## src/rtl/m_inst_encoder.sv

```systemverilog
// RV32I instruction encoder: packs decoded fields into a 32-bit word behind a
// single valid/ready output register, tagging each word with its address and a format-error flag.
module m_inst_encoder #(
    parameter logic [31:0] BASE_ADDR = 32'h0,
    parameter logic [31:0] ADDR_STEP = 32'd4
) (
    input  logic        w_clk,
    input  logic        w_rst_n,
    input  logic        in_valid,
    output logic        in_ready,
    input  logic [2:0]  in_type,
    input  logic [4:0]  in_opcode5,
    input  logic [4:0]  in_rd,
    input  logic [4:0]  in_rs1,
    input  logic [4:0]  in_rs2,
    input  logic [2:0]  in_funct3,
    input  logic [6:0]  in_funct7,
    input  logic [31:0] in_imm,
    output logic        out_valid,
    input  logic        out_ready,
    output logic [31:0] out_inst,
    output logic [31:0] out_addr,
    output logic        out_err,
    output logic [7:0]  err_cnt
);

    localparam logic [2:0] FMT_R = 3'd0;
    localparam logic [2:0] FMT_I = 3'd1;
    localparam logic [2:0] FMT_S = 3'd2;
    localparam logic [2:0] FMT_B = 3'd3;
    localparam logic [2:0] FMT_U = 3'd4;
    localparam logic [2:0] FMT_J = 3'd5;

    logic [6:0]         op;
    logic [31:0]        enc_word;
    logic [2:0]         op_class;
    logic               imm_bad;
    logic               enc_err;
    logic signed [31:0] imm_s;
    logic [31:0]        next_addr;
    logic               in_fire;
    logic               out_fire;

    assign in_ready = !out_valid || out_ready;
    assign in_fire  = in_valid && in_ready;
    assign out_fire = out_valid && out_ready;
    assign op       = {in_opcode5, 2'b11};
    assign imm_s    = $signed(in_imm);

    always_comb begin
        enc_word = '0;
        case (in_type)
            FMT_R: enc_word = {in_funct7, in_rs2, in_rs1, in_funct3, in_rd, op};
            FMT_I: enc_word = {in_imm[11:0], in_rs1, in_funct3, in_rd, op};
            FMT_S: enc_word = {in_imm[11:5], in_rs2, in_rs1, in_funct3, in_imm[4:0], op};
            FMT_B: enc_word = {in_imm[12], in_imm[10:5], in_rs2, in_rs1, in_funct3,
                               in_imm[4:1], in_imm[11], op};
            FMT_U: enc_word = {in_imm[31:12], in_rd, op};
            FMT_J: enc_word = {in_imm[20], in_imm[10:1], in_imm[11], in_imm[19:12], in_rd, op};
            default: enc_word = '0;
        endcase
    end

    // Format implied by the opcode, used to catch type/opcode disagreement.
    always_comb begin
        op_class = FMT_I;
        case (in_opcode5)
            5'b01100:          op_class = FMT_R;
            5'b01000:          op_class = FMT_S;
            5'b11000:          op_class = FMT_B;
            5'b00101, 5'b01101: op_class = FMT_U;
            5'b11011:          op_class = FMT_J;
            default:           op_class = FMT_I;
        endcase
    end

    always_comb begin
        imm_bad = 1'b0;
        case (in_type)
            FMT_I, FMT_S: imm_bad = (imm_s < -32'sd2048) || (imm_s > 32'sd2047);
            FMT_B:        imm_bad = (imm_s < -32'sd4096) || (imm_s > 32'sd4094) || in_imm[0];
            FMT_J:        imm_bad = (imm_s < -32'sd1048576) || (imm_s > 32'sd1048574) || in_imm[0];
            FMT_U:        imm_bad = (in_imm[11:0] != 12'h000);
            default:      imm_bad = 1'b0;
        endcase
    end

    assign enc_err = (in_type > FMT_J) || (in_type != op_class) || imm_bad;

    always_ff @(posedge w_clk or negedge w_rst_n) begin
        if (!w_rst_n) begin
            out_valid <= 1'b0;
            out_inst  <= '0;
            out_addr  <= '0;
            out_err   <= 1'b0;
            err_cnt   <= '0;
            next_addr <= BASE_ADDR;
        end else begin
            if (in_fire) begin
                out_inst  <= enc_word;
                out_addr  <= next_addr;
                out_err   <= enc_err;
                next_addr <= next_addr + ADDR_STEP;
            end
            if (in_fire) begin
                out_valid <= 1'b1;
            end else if (out_fire) begin
                out_valid <= 1'b0;
            end
            // Errors are counted when delivered, not when accepted.
            if (out_fire && out_err && (err_cnt != 8'hFF)) begin
                err_cnt <= err_cnt + 8'd1;
            end
        end
    end

endmodule

```

## config.mk

```make
export PLATFORM = sky130hd
export DESIGN_NAME = m_inst_encoder
export DESIGN_NICKNAME = d
export VERILOG_FILES = /design/src/rtl/m_inst_encoder.sv
export SDC_FILE = /design/constraint.sdc
export NUM_CORES = 1
export LEC_CHECK = 0
export CAP_MARGIN = 15
export CORE_ASPECT_RATIO = 1.75
export CORE_MARGIN = 2
export CORE_UTILIZATION = 47
export CTS_CLUSTER_SIZE = 8
export DETAILED_ROUTE_END_ITERATION = 7
export PLACE_DENSITY = 0.86
export SKIP_LAST_GASP = 1
export SLEW_MARGIN = 20
export SYNTH_ARGS = -nofsm -noshare
export SYNTH_HDL_FRONTEND = slang
export SYNTH_SLANG_ARGS = --single-unit
```

## constraint.sdc

```tcl
create_clock -name w_clk -period 2.4 [get_ports w_clk]
set_input_delay 0.24 -clock w_clk [delete_from_list [all_inputs] [get_ports w_clk]]
set_output_delay 0.24 -clock w_clk [all_outputs]
set_load 0.05 [all_outputs]
```

Word level (Yosys, flattened, before mapping)

Cells that the tools add are included.

$lt $le $gt $ge: 7
$add $sub $neg: 2
Equality and inequality tests: 13
Reductions and logical operators: 18
Multiplexer cells: 5

Operators with widths:

| kind                    | number |
|---|---|
| $pmux W32 S6            | 1 |
| $add A32 B3 Y32 const B | 1 |
| $gt A32 B12 Y1 const B  | 1 |
| $gt A32 B13 Y1 const B  | 1 |
| $gt A32 B21 Y1 const B  | 1 |
| $lt A32 B12 Y1 const B  | 1 |
| $lt A32 B13 Y1 const B  | 1 |
| $lt A32 B21 Y1 const B  | 1 |
| $eq A5 B4 Y1 const B    | 3 |
| $pmux W3 S5             | 1 |
| $reduce_bool A12 Y1     | 1 |
| $eq A5 B5 Y1 const B    | 2 |
| $add A8 B1 Y8 const B   | 1 |
| $logic_or A1 B1 Y1      | 8 |
| $ne A8 B8 Y1 const B    | 1 |
| $eq A3 B2 Y1 const B    | 2 |
| $eq A3 B3 Y1 const B    | 2 |
| $eq A5 B3 Y1 const B    | 1 |
| $logic_and A1 B1 Y1     | 4 |
| $pmux W1 S4             | 1 |
| $reduce_or A2 Y1        | 2 |
| $eq A3 B1 Y1 const B    | 1 |
| $gt A3 B3 Y1 const B    | 1 |
| $logic_not A3 Y1        | 1 |
| 4 further kinds         | 5 |

Output and inout port bits: 75
Bits in registers: 106
Input port bits: 69

Depth between registers and ports, before layout

Gate-level depths: netlist (run 1).

Depth after elaboration: 6
Gate-level depth with buffers: 6

Worst setup path before layout (run 1)

OpenSTA, ideal clock, no wires.

Kind: flip-flop to flip-flop
Start: reg out_valid
End: reg next_addr[20]
Arrival: 2.045 ns
Slack: 0.276 ns
Clock period less this slack: 2.124 ns
Cell stages (with the launch flop): 7
Required time: 2.321 ns
Path buffers: 1
Path through: dfrtp_1 nand2b_2 nand4_1 or4_1 buf_2 nor3_4 xor2_1

Longest elaborated chain between the ends: 3

RTL lines:

| item                     | RTL line | RTL |
|---|---|---|
| start: declaration       | 19       | `output logic out_valid,` |
| start signal: assignment | 92       | `out_valid <= 1'b0;` |
| start signal: assignment | 106      | `out_valid <= 1'b1;` |
| start signal: assignment | 108      | `out_valid <= 1'b0;` |
| $logic_not A1 Y1         | 44       | `assign in_ready = !out_valid \|\| out_ready;` |
| $logic_or A1 B1 Y1       | 44       |  |
| named net in_ready       | 10       | `output logic in_ready,` |
| $logic_and A1 B1 Y1      | 45       | `assign in_fire = in_valid && in_ready;` |
| end signal: assignment   | 103      | `next_addr <= next_addr + ADDR_STEP;` |
| end: declaration         | 40       | `logic [31:0] next_addr;` |

The timed path passes the listed nets, and every way through them passes these cells.
A chain may end at the register's enable or synchronous reset.

Worst setup path after layout (run 1)

Start: reg next_addr[7]
End: reg next_addr[16]

Longest elaborated chain between the ends: 1

RTL lines:

| item            | RTL line |
|---|---|
| $add A32 B3 Y32 | 103 |

Every way passes these cells.

==> reports/metrics.cfg, run 1 <==
[timing]
skew_ps = 7.731
period_share = 0.8336
fin_ws_ps = 399.3
finalHoldViolCount = 0
finalSetupTns_ps = 0
period_minus_slack_ps = 2001
rsz0062_at_grt = no
tightest_slew_ps = 769.8
fmax_ghz = 0.4998
whs_ps = 422.9
finalSetupViolCount = 0
slew_violations = 0
max_slew_margin = 0.4868

[critical_path]
cp_slowest_cell = or4_1
cp.arrival_ps = 2260
crit_chain = and4_1 > nand4_1 > or4_1 > nor2_1 > xor2_1
crit_path_start_kind = flop
cp_num_buf_inv = 0
crit_type = flop to flop
required_ps = 2660
critPathMaxStageDelay_ps = 580
end_kind = flop
path_delay_family = simple AND/OR/NAND/NOR gates
cp_max_fo = 7

[yosys]
syn_inst = 453
seq_area_frac_synth = 0.5292
syn_area_um2 = 4776
synth_most_common_cell = dfrtp_1
synth_edf_count = 0
synth.distinct_cells = 51
syn_avg_cell_area_um2 = 10.54
synthTopCellsByArea = dfrtp_1 (53%), mux2_2 (6.1%), nor2_1 (4.4%), xnor2_1 (4.4%), nand2_1 (3.8%)
synth_seq_cells = 101
yosysWarnings = 0
synth_area_leader_cell = dfrtp_1
synth_common_cells = dfrtp_1 (101), nor2_1 (56), nand2_1 (48), mux2_2 (26), xnor2_1 (24)
async_reset_ff_frac = 1.000
yosys.area.top_type_share = 0.5292
synthFlopType = dfrtp_1

[floorplan]
die_x_um = 80.20
core_area_um2 = 9910
fp.dieH_um = 137.4
initial_core_util = 0.4819
die-area_um2 = 11020
ioPinCount = 144
placementRows = 48

[clock_tree]
cts_root_buf = clkbuf_16
cts_resized = 0
cts_sinks = 101
cts_tree = done
numCtsBuffers = 9
htreeDepth = 3
cts_buffer_depth = 2
clk_latency_ps = 350
clk_pin_slew_ps = 80

[run_status]
outcome = finished clean

[finish]
antenna_cells = 0
design_area_um2 = 6680
fillers = 731
nets = 670
final_util = 0.6741
final_cells = 729
drive_gt1_frac = 0.1126
area_delta_synth_final_pct = 39.87

[job]
drv_cap = 0

[routing]
dr.pass1.iters = 5
vias = 4188
drc = 0
totalWireLength_mm = 13.41
drt-initial-drc-count = 320
viasPerCell = 5.745
wire_per_inst_um = 18.39
postRouteAntennaNets = 0

[place]
place_inst = 712
place_area_um2 = 6371
dp_slack_ps = 243.5
post-dp-hpwl_mm = 10.15
port-buffer-count = 141
gp_congestion = 0.9265

[pwr]
total_power_mw = 5.265
switching_share = 0.3749
p_clk_frac = 0.275
p_sw_mw = 1.974
ir_worst_vdd_uv = 520.6
power-per-cell-area_nw_per_um2 = 788.1
p_seq_frac = 0.406
internal_power_mw = 3.291
combPwrFrac = 0.319
power.leakage_nw = 2.914

[grt]
grt_overflow_total = 0
grt_start_max_net_pins = 51
grt_first_pass_wirelength_mm = 20.85
grt_usage = 0.2470
grt_pass1_vias = 4243
antenna_found_initial = 0

[worst_hold_path]
hold_path.class = primary input to async pin

[repair_timing]
| action | CTS | global route |
|---|---|---|
| endpoints found under the setup margin | 0 | 0 |
| hold buffers | 1 | 0 |
| buffers inserted | 0 | 0 |
| endpoints found under the hold margin | 44 | 0 |
[placed cells by master, fill, tap and decap left out, types with 10 or more instances in the layout]
cell type        Yosys  routed
a221oi_1            20      20
buf_4                3      16
clkdlybuf4s50_1      0     139
dfrtp_1            101     101
mux2_2              26      26
nand2_1             48      47
nand3_1             11      11
nand4_1             22      22
nor2_1              56      56
nor3_1              10      10
o21ai_0             17      17
xnor2_1             24      24
xor2_1              14      14
[layout make-up]
| cell class | instances | area [um^2] | area share |
|---|---|---|---|
| clock buffer | 9 | 225.2 | 0.03371 |
| clock inverter | 7 | 73.82 | 0.01105 |
| inverter | 10 | 37.54 | 0.005619 |
| multi-input combinational | 320 | 2118 | 0.3171 |
| sequential | 101 | 2527 | 0.3783 |
| tap | 125 | 156.4 | 0.02341 |
| timing repair buffer | 157 | 1541 | 0.2308 |
[state kept, by name, indices dropped and copies added, names as in the netlist]
signal,cells
out_err,1
err_cnt,8
out_valid,1
out_inst,31
next_addr,30
out_addr,30
[cell families (layout without fill, tap and decap cells)]
family | count (synthesis) | count (layout) | share of synthesized area
AO/OA/AOI/OAI | 67 | 67 | 0.1032
adder cells (fa/ha/maj) | 2 | 2 | 0.005239
XOR/XNOR | 38 | 38 | 0.06969
buffers and inverters | 33 | 183 | 0.02855
other | 1 | 2 | 0.0007852
AND/OR/NAND/NOR | 177 | 177 | 0.1852
multiplexers | 34 | 34 | 0.07807
flip-flops | 101 | 101 | 0.5292
[power groups by stage]
stage	combinational (mW)	clock (mW)	sequential, mW
global route	1.76	1.54	2.17
global placement	1.64	0	2.15
floorplan	0.410	0	2.73
CTS	1.68	1.48	2.14
detailed placement	1.68	0	2.17
finish	1.68	1.45	2.14
[per-layer routing]
metal,GRT usage,vias to the layer above,wire [um]
met3,0.04784,47,838
met2,0.4153,198,7003
met1,0.2937,2028,4926
li1,-,1915,-
met5,0,-,0
met4,0.1365,0,637
[final timing paths]
check	startpoint	endpoint	slack (ps)	cells after the start
max	next_addr[7]	next_addr[16]	400	5
min	w_rst_n	next_addr[26]	420	2
max reg2reg	next_addr[7]	next_addr[16]	400	5
min reg2reg	next_addr[31]	next_addr[31]	480	1
max in group asynchronous	w_rst_n	out_addr[31]	1240	3
min in group w_clk	next_addr[31]	next_addr[31]	480	1
Note: power is estimated with default switching activity, not from simulation.
==> run 2, diff against run 1 <==
Clock period 2.4 ns to 1.9 ns, I/O delays scaled along.
==> run 2 against run 1 <==
Sequential power is 24% higher. Combinational power grew 36%. Highest routed layer unchanged. Flip-flop and latch count stayed put. Critical path type is now flop to output port. Die area is the same. Design area is 5.7% higher.
==> reports/metrics.cfg, run 2 (same netlist as run 1, synthesis figures left out) <==
[routing]
dr.pass1.iters = 4
postRouteAntennaNets = 0
wire_per_inst_um = 18.41
totalWireLength_mm = 14.10
drc = 0
vias = 4295
drt-initial-drc-count = 214
viasPerCell = 5.607

[critical_path]
end_kind = output port
r2r_cells = 5
cp_num_buf_inv = 1
crit_path_start_kind = flop
required_ps = 1710
cp_slowest_cell = clkdlybuf4s50_1
path_delay_family = buffers and inverters
critPathMaxStageDelay_ps = 840
crit_chain = clkdlybuf4s50_1
cp_max_fo = 6
cp.arrival_ps = 1650
crit_type = flop to output port
crit_cells = 1

[pwr]
power.leakage_nw = 3.150
ir_worst_vdd_uv = 786.2
power-per-cell-area_nw_per_um2 = 964.4
total_power_mw = 6.807

[timing]
rsz0062_at_grt = no
period_share = 0.9663
skew_ps = 4.077
finalSetupTns_ps = 0
tightest_slew_ps = 813.7
finalHoldViolCount = 0
finalSetupViolCount = 0
period_minus_slack_ps = 1836
slew_violations = 0
max_slew_margin = 0.4576
fmax_ghz = 0.5447

[finish]
antenna_cells = 0
largest_register_ffs = 31
final_cells = 766
layout_commonest_cell = clkdlybuf4s50_1
design_area_um2 = 7058
ff_latch_area_um2 = 2529
final_util = 0.7122
multi_input_area_um2 = 2157
fillers = 732
top_regs = out_inst (31), next_addr (30), out_addr (30)
layout_common_cells = clkdlybuf4s50_1 (139), dfrtp_1 (100), nor2_1 (56)
drive_gt1_frac = 0.1685
nets = 707
area_delta_synth_final_pct = 47.79
top_register = out_inst

[clock_tree]
cts_sinks = 101
clk_pin_slew_ps = 70
clk_latency_ps = 340
htreeDepth = 3
cts_buffer_depth = 2
cts_tree = done
numCtsBuffers = 9
cts_root_buf = clkbuf_16

[place]
port-buffer-count = 141
post-dp-hpwl_mm = 10.83
place_inst = 749
gp_congestion = 0.9260
place_area_um2 = 6705

[grt]
top_usage_layer = met2
grt_first_pass_wirelength_mm = 21.73
grt_usage = 0.2580
grtUsageMet1 = 0.2705
grt_pass1_vias = 4489
grt_start_max_net_pins = 50
grt_overflow_total = 0
grtUsageMet2 = 0.4699
grt.met3_usage = 0.04128
antenna_found_initial = 0

[floorplan]
placementRows = 48
initial_core_util = 0.4819
core_area_um2 = 9910
die_x_um = 80.20
fp.dieH_um = 137.4
die-area_um2 = 11020
ioPinCount = 144

[job]
drv_cap = 0

[run_status]
outcome = finished clean

[worst_hold_path]
hold_path.class = primary input to async pin

## run 2: path summary, 6_finish.rpt
check | slack, ps | startpoint | end
worst max-delay path | 60 | err_cnt[0] | err_cnt[0]
worst min-delay path | 340 | w_rst_n | out_inst[9]
worst max register to register | 90 | next_addr[8] | next_addr[22]
worst min register to register | 480 | out_addr[27] | out_addr[27]
max in group asynchronous | 900 | w_rst_n | out_addr[22]
min in group w_clk | 480 | out_addr[27] | out_addr[27]
## run 2: layer usage
metal  vias up  share of wire
met3        47          0.055
met1      2102           0.34
met5         -              0
li1       1984              -
met4         0          0.056
met2       162           0.55
## run 2: stage by stage
| step | hold WS [ps] | setup slack (ps) |
|---|---|---|
| 2_1_floorplan | -105.6 | -13.41 |
| 3_3_place_gp | 171.8 | -311.3 |
| 3_5_place_dp | 174.2 | -413.9 |
| 4_1_cts | 357.6 | 49.63 |
| 5_1_grt | 372.2 | 0.1137 |
| 6_report | 344.0 | 63.99 |
## run 2: layout make-up
type / instances / share of cell area
clock buffer: 10 / 0.03386
clock inverter: 6 / 0.009927
inverter: 10 / 0.005318
multi-input combinational: 320 / 0.3056
sequential: 101 / 0.3583
tap: 125 / 0.02216
timing repair buffer: 194 / 0.2648
## run 2: power breakdown
| group | switching, mW | internal [mW] |
|---|---|---|
| registers | 0.234 | 2.43 |
| clock network | 0.798 | 1.07 |
| logic | 1.39 | 0.883 |
| total | 2.43 | 4.38 |
## run 2: timing repair
action	4_1_cts	5_1_grt
hold endpoints to repair	31	0
hold buffers	1	0
setup buffers	0	0
resized for setup	2	4
setup endpoints to repair	3	6
==> run 3, diff against run 2 <==
Settings changed: PLACE_DENSITY 0.86 to 0.8.
==> run 3 against run 2 <==
Global-route usage down 0.060 points. Critical path depth did not move. Design area is 0.18% higher. Total power increased by 3.3%. Fmax is 0.40% lower. Setup slack worse by 7.4 ps. Count of clock-buffer cells in the layout fell by 1. First-iteration DRC count shrank 1.9%. Die area did not move. Clock skew is 5.4 ps higher. Critical path type unchanged. Critical endpoint unchanged.
==> reports/metrics.cfg, run 3 (same netlist as run 1, synthesis figures left out) <==
[job]
drv_cap = 0

[critical_path]
cp_num_buf_inv = 1
critPathMaxStageDelay_ps = 850
timing.reg2reg.setup_slack_ps = 140
r2r-end = next_addr[25]
r2r_cells = 6
crit_path_end = err_cnt[0]
rr_startpoint = next_addr[15]
path_delay_family = buffers and inverters
crit_path_start_kind = flop
cp.arrival_ps = 1650
startpoint = err_cnt[0]
crit_chain = clkdlybuf4s50_1
cp_max_fo = 6
end_kind = output port
crit_type = flop to output port
crit_cells = 1
required_ps = 1710
cp_slowest_cell = clkdlybuf4s50_1

[routing]
dr.pass1.iters = 4
wire_per_inst_um = 17.73
totalWireLength_mm = 13.60
postRouteAntennaNets = 0
drc = 0
drt-initial-drc-count = 210
vias = 4260
viasPerCell = 5.554

[finish]
drive_gt1_frac = 0.1760
top_register = out_inst
nets = 708
top_regs = out_inst (31), next_addr (30), out_addr (30)
antenna_cells = 0
area_delta_synth_final_pct = 48.05
largest_register_ffs = 31
layout_commonest_cell = clkdlybuf4s50_1
final_util = 0.7135
design_area_um2 = 7071
fillers = 734
layout_common_cells = clkdlybuf4s50_1 (139), dfrtp_1 (98), nor2_1 (56)

[pwr]
power.leakage_nw = 3.136
power-per-cell-area_nw_per_um2 = 994.1
ir_worst_vdd_uv = 1140
total_power_mw = 7.029

[timing]
period_share = 0.9702
skew_ps = 9.508
finalHoldViolCount = 0
whs_ps = 307.4
period_minus_slack_ps = 1843
fmax_ghz = 0.5425
finalSetupTns_ps = 0
tightest_slew_ps = 727.6
finalSetupViolCount = 0
max_slew_margin = 0.5150
slew_violations = 0

[floorplan]
ioPinCount = 144
die-area_um2 = 11020
die_x_um = 80.20
initial_core_util = 0.4819
core_area_um2 = 9910
fp.dieH_um = 137.4
placementRows = 48

[clock_tree]
cts_root_buf = clkbuf_16
numCtsBuffers = 9
cts_sinks = 101
cts_tree = done
clk_latency_ps = 350
clk_pin_slew_ps = 70
htreeDepth = 3
cts_buffer_depth = 2

[place]
gp_congestion = 0.9149
place_area_um2 = 6700
port-buffer-count = 141
post-dp-hpwl_mm = 10.55

[grt]
antenna_found_initial = 0
grt_pass1_vias = 4513
grt_usage = 0.2574
grt_start_max_net_pins = 54
grt_overflow_total = 0
grt_first_pass_wirelength_mm = 21.83

[worst_hold_path]
hold_path.class = primary input to async pin

[run_status]
outcome = finished clean

==> run 3: worst min-delay path by stage <==
stage | cells past startpoint | end | slack, ps
global route | 2 | out_addr[27] | 330
CTS | 2 | out_addr[27] | 310
global placement | 1 | out_inst[30] | 130
floorplan | 0 | err_cnt[0] | -110
finish | 2 | out_addr[27] | 310
detailed placement | 1 | out_addr[27] | 140
==> run 3: area by class of cell <==
type                       count  area, um^2  area share
sequential                   101        2531      0.3580
multi-input combinational    320        2142      0.3030
timing repair buffer         195        1864      0.2637
clock buffer                   9       225.2     0.03185
tap                          125       156.4     0.02212
clock inverter                 7       113.9     0.01610
inverter                      10       37.54    0.005309
==> run 3: metal layers <==
metal	GRT usage	wire, um
met1	0.2877	4854
met2	0.4481	7323
met3	0.04587	726
met4	0.1563	692
met5	0	0
==> run 3: what timing repair did <==
action	4_1_cts	5_1_grt
setup buffers	0	0
resized for setup	0	6
hold buffers	1	0
endpoints found under the hold margin	25	0
endpoints found under the setup margin	0	11
==> run 3: report_power, final <==
part	switching (mW)	total, mW	internal, mW
Sequential	0.225	2.65	2.43
Clock	0.846	2.03	1.19
Combinational	1.42	2.34	0.925
Total	2.49	7.03	4.54
==> run 3: through the flow <==
| step | cells | setup slack, ps |
|---|---|---|
| after floorplan | 454 | -13.41 |
| after global placement | 750 | -184.8 |
| after detailed placement | 750 | -222.0 |
| after CTS | 767 | 20.74 |
| after global routing | 767 | -36.86 |
| final | 767 | 56.61 |
